<file path="src/rtl/vga_timing_ctrl.sv">
// vga_timing_ctrl: VGA raster timing with sync/RGB aligned to the draw stage read latency
module vga_timing_ctrl #(
  parameter int H_ACTIVE = 640,
  parameter int H_FP     = 16,
  parameter int H_SYNC   = 96,
  parameter int H_BP     = 48,
  parameter int V_ACTIVE = 480,
  parameter int V_FP     = 10,
  parameter int V_SYNC   = 2,
  parameter int V_BP     = 33,
  parameter int DRAW_LAT = 1,
  parameter bit SYNC_POL = 1'b0
) (
  input  logic        pix_clk,
  input  logic        pix_rst,
  input  logic [11:0] pix_data,
  output logic [11:0] pix_x,
  output logic [11:0] pix_y,
  output logic        pix_valid,
  output logic        frame_start,
  output logic        hsync,
  output logic        vsync,
  output logic [3:0]  vga_r,
  output logic [3:0]  vga_g,
  output logic [3:0]  vga_b
);
  localparam int HL = DRAW_LAT + 1;
  localparam logic [11:0] HA     = 12'(H_ACTIVE);
  localparam logic [11:0] VA     = 12'(V_ACTIVE);
  localparam logic [11:0] HT_M1  = 12'(H_ACTIVE + H_FP + H_SYNC + H_BP - 1);
  localparam logic [11:0] VT_M1  = 12'(V_ACTIVE + V_FP + V_SYNC + V_BP - 1);
  localparam logic [11:0] HS_BEG = 12'(H_ACTIVE + H_FP);
  localparam logic [11:0] HS_END = 12'(H_ACTIVE + H_FP + H_SYNC);
  localparam logic [11:0] VS_BEG = 12'(V_ACTIVE + V_FP);
  localparam logic [11:0] VS_END = 12'(V_ACTIVE + V_FP + V_SYNC);
  logic [11:0]       r_h_cnt, r_v_cnt, r_rgb;
  logic [DRAW_LAT:0] r_hs_d, r_vs_d;
  logic [DRAW_LAT-1:0] r_vld_d;
  logic              w_active, w_hs, w_vs;
  // Coordinate bus is combinational from the counters and held at zero in reset
  always_comb begin
    w_active    = !pix_rst && r_h_cnt < HA && r_v_cnt < VA;
    pix_valid   = w_active;
    pix_x       = w_active ? r_h_cnt : 12'h000;
    pix_y       = w_active ? r_v_cnt : 12'h000;
    frame_start = !pix_rst && r_h_cnt == 12'h000 && r_v_cnt == 12'h000;
    w_hs        = (r_h_cnt >= HS_BEG && r_h_cnt < HS_END) ? SYNC_POL : ~SYNC_POL;
    w_vs        = (r_v_cnt >= VS_BEG && r_v_cnt < VS_END) ? SYNC_POL : ~SYNC_POL;
    hsync       = r_hs_d[DRAW_LAT];
    vsync       = r_vs_d[DRAW_LAT];
    {vga_r, vga_g, vga_b} = r_rgb;
  end
  // Raster counters: column wraps every line, row advances on the last column
  always_ff @(posedge pix_clk or posedge pix_rst)
    if (pix_rst) begin
      r_h_cnt <= '0;
      r_v_cnt <= '0;
    end else begin
      r_h_cnt <= (r_h_cnt == HT_M1) ? 12'h000 : r_h_cnt + 12'd1;
      if (r_h_cnt == HT_M1) r_v_cnt <= (r_v_cnt == VT_M1) ? 12'h000 : r_v_cnt + 12'd1;
    end
  // Sync and valid delay lines match the draw latency; RGB register blanks outside the active area
  always_ff @(posedge pix_clk or posedge pix_rst)
    if (pix_rst) begin
      r_hs_d  <= {HL{~SYNC_POL}};
      r_vs_d  <= {HL{~SYNC_POL}};
      r_vld_d <= '0;
      r_rgb   <= '0;
    end else begin
      r_hs_d  <= HL'({r_hs_d, w_hs});
      r_vs_d  <= HL'({r_vs_d, w_vs});
      r_vld_d <= DRAW_LAT'({r_vld_d, w_active});
      r_rgb   <= r_vld_d[DRAW_LAT-1] ? pix_data : 12'h000;
    end
endmodule

</file>
<file path="config.mk">
export PLATFORM = sky130hd
export DESIGN_NAME = vga_timing_ctrl
export DESIGN_NICKNAME = d
export VERILOG_FILES = /design/src/rtl/vga_timing_ctrl.sv
export SDC_FILE = /design/constraint.sdc
export NUM_CORES = 1
export LEC_CHECK = 0
export CORE_ASPECT_RATIO = 0.9
export CORE_MARGIN = 1.5
export CORE_UTILIZATION = 48
export DETAILED_ROUTE_END_ITERATION = 8
export PLACE_DENSITY_LB_ADDON = 0.1
export SLEW_MARGIN = 25
export SYNTH_ARGS = -nofsm -noshare
export SYNTH_HDL_FRONTEND = slang
export SYNTH_SLANG_ARGS = --single-unit
export TNS_END_PERCENT = 50
</file>
<file path="constraint.sdc">
create_clock -name pix_clk -period 2.5 [get_ports pix_clk]
set_input_delay 0.25 -clock pix_clk [delete_from_list [all_inputs] [get_ports pix_clk]]
set_output_delay 0.25 -clock pix_clk [all_outputs]
set_load 0.03 [all_outputs]
</file>
==> results.json, run 1 <==
{
  "cts.repair_timing.setup_buffer_count": 0,
  "gpl_congestion": 0.8842,
  "chipHeight_um": 64.94,
  "finalHoldViolCount": 0,
  "globalRouteOverflowTotal": 0,
  "reg2reg_setup_slack_ps": 560,
  "post_drt_wl_per_cell_um": 14.54,
  "setup_tns_ps": 0,
  "cts-htree-levels": 2,
  "finalCritPeriodShare_pct": 90.37,
  "synth.top_cell.area_share_pct": 45.26,
  "final_common_cell": "sky130_fd_sc_hd__dfrtp_1",
  "route.antenna.remaining_nets": 0,
  "clkTransAtPathRegs_ps": 80,
  "max_clock_freq_ghz": 0.4426,
  "route.detailed.vias_per_inst": 5.442,
  "rr_worst_depth": 5,
  "crit_fanout": 13,
  "clock_tree.buffer_depth": 2,
  "grt_start_max_net_pins": 18,
  "pin_count": 54,
  "cts_hold_repair.buffers": 0,
  "wire_length_of_the_first_global_routing_pass_um": 7472,
  "remaining_drcs": 5,
  "finalWorstPathRequiredPeriod_ps": 2259,
  "synth.distinct_cells": 44,
  "cts_made_buffers": 5,
  "netlist_area_sq_mm": 0.002046,
  "power_density_mw_per_mm2": 502.2,
  "final_layout_size_suffix_gt1_share_pct": 20.33,
  "dieArea_sq_mm": 0.004663,
  "drt_first_iter_violations": 89,
  "hpwlAfterDp_um": 3068,
  "clkSinkCount": 41,
  "floorplan.initialDensity_pct": 50.21,
  "maxSlewViolCount": 0,
  "reg2reg_launch_point": "r_h_cnt[0]$_DFF_PP0_",
  "r2r_end": "r_v_cnt[10]$_DFFE_PP0N_",
  "dr.pass1.iters": 9,
  "grt_util_all_layers_pct": 20.45,
  "floorplan.core_area_sq_mm": 0.004074,
  "netlist_top_cells_area": "sky130_fd_sc_hd__dfrtp_1, sky130_fd_sc_hd__and2_1, sky130_fd_sc_hd__dfstp_2, sky130_fd_sc_hd__buf_4, sky130_fd_sc_hd__xnor2_1",
  "dr_total_vias": 1600,
  "most-common-layout-cells": "sky130_fd_sc_hd__dfrtp_1, sky130_fd_sc_hd__and2_1, sky130_fd_sc_hd__buf_4",
  "placementRows": 22,
  "setup_viol": 0,
  "power.ir.vdd_worst_mv": 0.2883,
  "synth-warning-count": 0,
  "violations": "DRC",
  "antenna_found_initial": 0,
  "area_delta_synth_final_pct": 27.22,
  "timing.slew.headroom_pct": 64.36,
  "num-nets-final": 264,
  "crit_path_start_kind": "flop",
  "cts.root.buffer_cell": "sky130_fd_sc_hd__clkbuf_8",
  "synth.largest_area_cell": "sky130_fd_sc_hd__dfrtp_1",
  "ys_seq_elements": 41,
  "timing.critical_path.to": "pix_x[3]",
  "chipWidth_um": 71.82,
  "grt_setup_unrepaired": "no",
  "wl_um": 4275,
  "crit_required_ps": 2250,
  "tightestPinTransition_ps": 534.0,
  "seq_area_frac_synth_pct": 50.40,
  "worst_ep_arrival_time_ps": 2010,
  "port-buffer-count": 48,
  "p_leak_nw": 1.233,
  "cap_viol_max_count": 0,
  "worst_clock_skew_ps": 5.810,
  "antenna_cells": 0,
  "setup.worst_path.end_class": "primary output",
  "run_status": "finished, violations left",
  "postSynthCellCount": 195,
  "cts_tree": "done",
  "synth.avg_cell_area_sq_um": 10.49,
  "grt_pass1_vias": 1562,
  "worstSetupStartpoint": "r_v_cnt[9]$_DFFE_PP0N_",
  "worstSetupPathType": "reg -> out",
  "worst_skew_pair.late_latency_ps": 290,
  "holdCritPathClass": "in -> async",
  "utilization_pct": 63.88
}
## repair_timing
| action | CTS | global route |
|---|---|---|
| gates resized for setup | 1 | 2 |
| setup endpoints to repair | 1 | 1 |
| cloned | 0 | 0 |
## cells by family after synthesis
family,count (synthesis),synth area share [%]
fa+ha+maj,4,2.447
mux,1,0.4893
compound gates,17,5.199
simple gates,95,28.32
xor+xnor,13,5.933
other cells,1,0.1833
flops,41,50.40
buf+inv,23,7.034
## worst min-delay path by stage
| stage | end | slack, ps | cells past startpoint |
|---|---|---|---|
| 6_report | r_h_cnt[7]$_DFF_PP0_ | 340 | 2 |
| 5_1_grt | r_vs_d[1]$_DFF_PP1_ | 370 | 0 |
| 4_1_cts | r_hs_d[1]$_DFF_PP1_ | 360 | 0 |
| 3_5_place_dp | r_hs_d[1]$_DFF_PP1_ | 350 | 0 |
| 3_3_place_gp | r_vs_d[1]$_DFF_PP1_ | 350 | 0 |
| 2_1_floorplan | r_hs_d[1]$_DFF_PP1_ | 350 | 0 |
## per-layer routing
| metal | routed length (um) | global-route usage, % |
|---|---|---|
| met4 | 32 | 5.896 |
| met3 | 256 | 4.199 |
| met2 | 1984 | 32.75 |
| met1 | 2002 | 28.15 |
| met5 | 0 | 0 |
## synth_stat cells, drive strengths merged
cell and n:
a21o 1, a21oi 2, a22oi 1, a31oi 4, a41oi 1, and2 33, and3 4, and4 1
and4b 2, buf 11, clkbuf 5, conb 1, dfrtp 37, dfstp 4, ha 4, inv 7
mux2i 1, nand2 11, nand2b 1, nand3 10, nand4 7, nand4b 1, nor2 9, nor2b 1
nor3 3, nor4 6, nor4b 1, nor4bb 1, o21ai 5, o31ai 3, or3 3, or4 1
xnor2 7, xor2 6
## state kept, by name (all words and copies together), names as in the netlist
register,count
r_v_cnt,12
r_vld_d,1
r_hs_d,2
r_h_cnt,12
r_vs_d,2
r_rgb,12
## critical path, cell delays in order, from the launching register on
cell                      delay (ps)
sky130_fd_sc_hd__dfrtp_1         430
sky130_fd_sc_hd__or3_1           440
sky130_fd_sc_hd__nor4_2          310
sky130_fd_sc_hd__buf_4           230
sky130_fd_sc_hd__and2_1          150
sky130_fd_sc_hd__buf_4           150
## power by group
part	leakage, nW	total [mW]	internal (mW)	switching (mW)
clock	0.0540	0.515	0.290	0.224
sequential	0.529	0.678	0.673	0.00421
combinational	0.650	0.115	0.0490	0.0656
total	1.23	1.31	1.01	0.294
## layout make-up
| class | instances | area [sq um] |
|---|---|---|
| Fill cell | 343 | 1471 |
| Sequential cell | 41 | 1031 |
| Multi-Input combinational cell | 135 | 892.1 |
| Timing Repair Buffer | 56 | 489.2 |
| Clock buffer | 5 | 68.82 |
| Tap cell | 48 | 60.06 |
| Clock inverter | 2 | 35.03 |
| Inverter | 7 | 26.28 |
## through the flow
step	power [mW]	std cells	setup slack (ps)	area (sq um)	hold slack, ps
5_1_grt	1.353	294	1.171	2603	366.4
6_report	1.307	294	240.8	2603	341.4
2_1_floorplan	0.7567	199	378.4	2061	345.2
3_5_place_dp	0.8071	287	176.1	2500	351.0
4_1_cts	1.319	294	213.0	2603	361.8
3_3_place_gp	0.8048	287	163.9	2500	345.8
(Power assumes the default switching activity.)
==> inputs of run 2 (changes only) <==
==> constraint.sdc (replaced) <==
create_clock -name pix_clk -period 2.13 [get_ports pix_clk]
set_input_delay 0.213 -clock pix_clk [delete_from_list [all_inputs] [get_ports pix_clk]]
set_output_delay 0.213 -clock pix_clk [all_outputs]
set_load 0.03 [all_outputs]
==> run 2 against run 1 <==
- the flow finishes with violations (DRC, setup timing)
- flip-flop and latch count did not move
- critical path depth up 1
- cell count rose by 1.7%
- critical path type unchanged
- routed wire length rose by 8.5%
- combinational power is 30% higher
- register-to-register slack got worse by 270 ps
- via count increased by 2.5%
- die area is the same
==> results.json, run 2 (synthesis gave the netlist of run 1 again) <==
{
  "dieArea_sq_mm": 0.004663,
  "hpwlAfterDp_um": 2835,
  "worst_clock_skew_ps": 10.54,
  "fillerInstances": 321,
  "floorplan.core_area_sq_mm": 0.004074,
  "finalCritPeriodShare_pct": 102.6,
  "cts-htree-levels": 2,
  "clkSinkCount": 41,
  "placedCellCount": 285,
  "post_drt_wl_per_cell_um": 15.51,
  "finalWorstPathRequiredPeriod_ps": 2186,
  "final_layout_size_suffix_gt1_share_pct": 29.08,
  "wire_length_of_the_first_global_routing_pass_um": 7610,
  "final_common_cell": "sky130_fd_sc_hd__dfrtp_1",
  "utilization_pct": 68.64,
  "final_design_area_no_fill_sq_mm": 0.002796,
  "p_leak_nw": 1.296,
  "cts.root.buffer_cell": "sky130_fd_sc_hd__clkbuf_8",
  "area_delta_synth_final_pct": 36.70,
  "clock_tree.buffer_depth": 2,
  "setup.worst_path.end_class": "primary output",
  "setup_viol": 15,
  "max_clock_freq_ghz": 0.4575,
  "grt_util_all_layers_pct": 21.33,
  "largestRegisters": "r_h_cnt (12), r_rgb (12), r_v_cnt (12)",
  "maxSlewViolCount": 0,
  "cts_hold_repair.buffers": 0,
  "chipHeight_um": 64.94,
  "cell_internal_power_dissipation_mw": 1.322,
  "remaining_drcs": 6,
  "holdCritPathClass": "in -> async",
  "drt_first_iter_violations": 90,
  "power.ir.vdd_worst_mv": 0.3941,
  "dpl-instance-area_sq_mm": 0.002482,
  "worstSetupPathType": "reg -> out",
  "crit_required_ps": 1920,
  "p_comb_share_pct": 8.9,
  "worst_skew_pair.late_latency_ps": 300,
  "grt_start_max_net_pins": 27,
  "most-common-layout-cells": "sky130_fd_sc_hd__dfrtp_1, sky130_fd_sc_hd__clkdlybuf4s50_1, sky130_fd_sc_hd__and2_1, sky130_fd_sc_hd__buf_6, sky130_fd_sc_hd__buf_4",
  "cts_made_buffers": 5,
  "crit_fanout": 5,
  "timing.final.ws_setup_ps": -55.71,
  "run_status": "finished, violations left",
  "wl_um": 4638,
  "pin_count": 54,
  "violations": "DRC, setup timing",
  "finalHoldViolCount": 0,
  "placementRows": 22,
  "globalRouteOverflowTotal": 0,
  "reg2reg_setup_slack_ps": 290,
  "power_density_mw_per_mm2": 602.7,
  "floorplan.initialDensity_pct": 50.21,
  "clkTransAtPathRegs_ps": 80,
  "cap_viol_max_count": 0,
  "port-buffer-count": 48,
  "grt_setup_unrepaired": "yes",
  "crit_path_start_kind": "flop",
  "route.detailed.vias_per_inst": 5.485,
  "p_clk_share_pct": 44.0,
  "gpl_congestion": 0.9119,
  "stdcell_count": 299,
  "switching_share_pct": 21.54,
  "worst_ep_arrival_time_ps": 1970,
  "dr_total_vias": 1640,
  "grt_pass1_vias": 1610,
  "power.share.sequential_pct": 47.2,
  "antenna_found_initial": 0,
  "dr.pass1.iters": 6,
  "antenna_cells": 0,
  "num-nets-final": 268,
  "cts_tree": "done",
  "route.antenna.remaining_nets": 0,
  "switchingPower_uw": 363.0,
  "chipWidth_um": 71.82
}
==> run 2: cell types whose count changed in the layout (fill, tap and decap cells not counted), moves of 4 or more <==
cell / before / now
sky130_fd_sc_hd__dfrtp_1: 37 / 33
sky130_fd_sc_hd__buf_6: 0 / 21
sky130_fd_sc_hd__buf_4: 28 / 12
sky130_fd_sc_hd__and2_4: 0 / 11
sky130_fd_sc_hd__dfrtp_2: 0 / 4
sky130_fd_sc_hd__and2_1: 31 / 21
==> run 2: worst max-delay path, stage by stage (launching register included) <==
cell and delay [ps]:
sky130_fd_sc_hd__dfrtp_2 440, sky130_fd_sc_hd__nor3_2 200, sky130_fd_sc_hd__nand2_1 130, sky130_fd_sc_hd__nor4_4 400, sky130_fd_sc_hd__buf_4 230, sky130_fd_sc_hd__and2_1 150, sky130_fd_sc_hd__buf_6 130
==> run 2: worst paths after layout <==
path,startpoint,end,cells past startpoint
min in group pix_clk,r_vs_d[0]$_DFF_PP1_,r_vs_d[1]$_DFF_PP1_,0
min reg2reg,r_vs_d[0]$_DFF_PP1_,r_vs_d[1]$_DFF_PP1_,0
max,r_h_cnt[11]$_DFF_PP0_,pix_y[4],6
max in group asynchronous,pix_rst,r_hs_d[1]$_DFF_PP1_,3
min,pix_rst,r_h_cnt[8]$_DFF_PP0_,3
max reg2reg,r_h_cnt[0]$_DFF_PP0_,r_v_cnt[3]$_DFFE_PP0N_,5
==> run 2: power by group through the flow <==
stage / clock (mW) / combinational (mW) / sequential, mW
CTS: 0.755 / 0.146 / 0.796
global placement: 0 / 0.133 / 0.810
finish: 0.741 / 0.149 / 0.795
detailed placement: 0 / 0.135 / 0.811
global route: 0.780 / 0.159 / 0.797
floorplan: 0 / 0.0547 / 0.833
==> run 2: per-layer routing <==
layer,global-route usage (%),share of wire (%),routed length [um]
met1,27.91,43,2005
met3,5.288,7.8,360
met2,34.84,47,2200
met5,0,0,0
met4,6.840,1.6,72
==> run 2: cell type report <==
cell class                 count  area, sq um  share of cell area, %
sequential                    41         1036                  37.05
multi-input combinational    135        943.4                  33.74
timing repair buffer          60        596.8                  21.34
clock buffer                   5        68.82                  2.461
clock inverter                 3        65.06                  2.327
tap                           48        60.06                  2.148
inverter                       7        26.28                 0.9396
==> run 2: what timing repair did <==
item                                   in CTS  in global routing
setup endpoints to repair                  21                 20
setup buffers                               4                  0
endpoints found under the hold margin       0                  0
resized for setup                          21                 23
pin swaps                                   4                  0
cloned                                      2                  0
==> run 2: metrics by stage <==
stage | setup TNS, ps | worst slack (ps) | total power, mW | hold slack (ps)
after floorplan | 0 | 45.39 | 0.8882 | 341.6
after global placement | 0 | 218.2 | 0.9435 | 346.3
after detailed placement | 0 | 157.6 | 0.9462 | 347.2
after CTS | -117.0 | -24.49 | 1.697 | 307.1
after global routing | -2069 | -153.6 | 1.736 | 348.9
final | -452.5 | -55.71 | 1.685 | 312.4
==> inputs of run 3 (changes only) <==
--- a/config.mk
+++ b/config.mk
@@ -7,7 +7,7 @@
 export LEC_CHECK = 0
 export CORE_ASPECT_RATIO = 0.9
 export CORE_MARGIN = 1.5
-export CORE_UTILIZATION = 48
+export CORE_UTILIZATION = 30
 export DETAILED_ROUTE_END_ITERATION = 8
 export PLACE_DENSITY_LB_ADDON = 0.1
 export SLEW_MARGIN = 25
==> run 3 against run 2 <==
- the flow now finishes without violations
- sequential power hardly changed
- utilization is 25 points lower
- clock power is 11% lower
- cell count is 16% higher
- largest power group unchanged
- non-clock buffer count is 6 higher
- setup slack better by 83 ps
==> results.json, run 3 (synthesis gave the netlist of run 1 again) <==
{
  "pin_count": 54,
  "run_status": "finished clean",
  "globalRouteOverflowTotal": 0,
  "antenna_cells": 0,
  "floorplan.initialDensity_pct": 31.06,
  "crit_fanout": 7,
  "antenna_found_initial": 0,
  "num-nets-final": 274,
  "hpwlAfterDp_um": 3279,
  "drt_first_iter_violations": 65,
  "port-buffer-count": 48,
  "floorplan.core_area_sq_mm": 0.006586,
  "placementRows": 28,
  "min_path_cells": 0,
  "dpl-instance-area_sq_mm": 0.002565,
  "most-common-layout-cells": "sky130_fd_sc_hd__dfrtp_1, sky130_fd_sc_hd__clkdlybuf4s50_1, sky130_fd_sc_hd__and2_1, sky130_fd_sc_hd__buf_4, sky130_fd_sc_hd__buf_6",
  "finalHoldViolCount": 0,
  "grt_setup_unrepaired": "yes",
  "largestRegisters": "r_h_cnt (12), r_rgb (12), r_v_cnt (12)",
  "power.ir.vdd_worst_mv": 0.2030,
  "crit_required_ps": 1920,
  "finalWorstPathRequiredPeriod_ps": 2103,
  "wire_length_of_the_first_global_routing_pass_um": 8010,
  "finalCritPeriodShare_pct": 98.74,
  "detailedPlace.worstSlack_ps": 164.8,
  "final_layout_size_suffix_gt1_share_pct": 28.79,
  "maxSlewViolCount": 0,
  "cts_made_buffers": 5,
  "clock_tree.buffer_depth": 2,
  "chipHeight_um": 81.34,
  "area_delta_synth_final_pct": 39.02,
  "route.antenna.remaining_nets": 0,
  "worstSetupPathType": "reg -> out",
  "holdCritPathClass": "reg -> reg",
  "hold_ws_ps": 358.7,
  "cts_tree": "done",
  "rr_worst_depth": 6,
  "cts.root.buffer_cell": "sky130_fd_sc_hd__clkbuf_8",
  "final_design_area_no_fill_sq_mm": 0.002844,
  "cap_viol_max_count": 0,
  "post_drt_wl_per_cell_um": 14.12,
  "timing.final.ws_setup_ps": 26.93,
  "power_mw": 1.601,
  "remaining_drcs": 0,
  "dr.pass1.iters": 4,
  "setup_viol": 0,
  "grt_util_all_layers_pct": 14.16,
  "wl_um": 4901,
  "chipWidth_um": 90.05,
  "holdCritStartpoint": "r_hs_d[0]$_DFF_PP1_",
  "cts_hold_repair.buffers": 0,
  "power_density_mw_per_mm2": 562.9,
  "setup.worst_path.end_class": "primary output",
  "worst_skew_pair.late_latency_ps": 300,
  "grt_start_max_net_pins": 42,
  "timing.slew.headroom_pct": 65.26,
  "cts-htree-levels": 2,
  "crit_path_start_kind": "flop",
  "route.detailed.vias_per_inst": 4.611,
  "p_leak_nw": 1.303,
  "worst_clock_skew_ps": 11.35,
  "gpl_congestion": 0.8216,
  "dieArea_sq_mm": 0.007324,
  "clkSinkCount": 41,
  "clkTransAtPathRegs_ps": 80,
  "worst_ep_arrival_time_ps": 1890,
  "grt_pass1_vias": 1557,
  "dr_total_vias": 1600,
  "max_clock_freq_ghz": 0.4755,
  "tightestPinTransition_ps": 521.1,
  "reg2reg_launch_point": "r_h_cnt[0]$_DFF_PP0_",
  "final_common_cell": "sky130_fd_sc_hd__dfrtp_1",
  "worstSetupStartpoint": "r_v_cnt[7]$_DFFE_PP0N_"
}
run 3: final timing paths:
kind | endpoint | slack (ps)
worst max-delay path | pix_x[0] | 30
worst min-delay path | r_hs_d[1]$_DFF_PP1_ | 360
worst max register to register | r_v_cnt[3]$_DFFE_PP0N_ | 260
worst min register to register | r_hs_d[1]$_DFF_PP1_ | 360
max in group asynchronous | r_v_cnt[7]$_DFFE_PP0N_ | 1290
min in group asynchronous | r_vld_d$_DFF_PP0_ | 450
run 3: layout make-up:
| type | count | area [sq um] |
|---|---|---|
| Clock buffer | 6 | 82.58 |
| Clock inverter | 2 | 37.54 |
| Fill cell | 673 | 3742 |
| Inverter | 7 | 26.28 |
| Multi-Input combinational cell | 135 | 938.4 |
| Sequential cell | 41 | 1035 |
| Tap cell | 90 | 112.6 |
| Timing Repair Buffer | 66 | 611.8 |
run 3: stage by stage:
stage               cells  TNS (ps)  utilization (%)
floorplan             199         0                -
global placement      331         0            38.94
detailed placement    331         0            38.94
CTS                   343         0            41.76
global route          347     -1195            43.18
finish                347         0            43.18
run 3: what timing repair did:
item / in CTS / in global routing
gates resized for setup: 12 / 18
endpoints found under the setup margin: 20 / 20
gates cloned: 1 / 0
hold endpoints to repair: 0 / 0
buffers inserted: 3 / 4
pin swaps: 3 / 2
run 3: critical path: stages, from the launching register on:
cell and delay, ps:
sky130_fd_sc_hd__dfrtp_2 460, sky130_fd_sc_hd__nand4_1 180, sky130_fd_sc_hd__inv_1 110, sky130_fd_sc_hd__nor4_4 350
sky130_fd_sc_hd__buf_4 220, sky130_fd_sc_hd__and2_1 130, sky130_fd_sc_hd__buf_4 150
run 3: per-layer routing:
| layer | global-route usage [%] | vias to the layer above | wire length [um] |
|---|---|---|---|
| met3 | 3.652 | 7 | 250 |
| met2 | 22.20 | 51 | 2229 |
| met1 | 18.84 | 765 | 2348 |
| met4 | 5.556 | 0 | 73 |
| li1 | - | 777 | - |
| met5 | 0 | - | 0 |
run 3: where the power goes:
part	internal [mW]	switching [mW]	leakage [nW]
Combinational	0.0643	0.0808	0.721
Clock	0.381	0.279	0.0574
Sequential	0.790	0.00484	0.524
Total	1.24	0.365	1.30
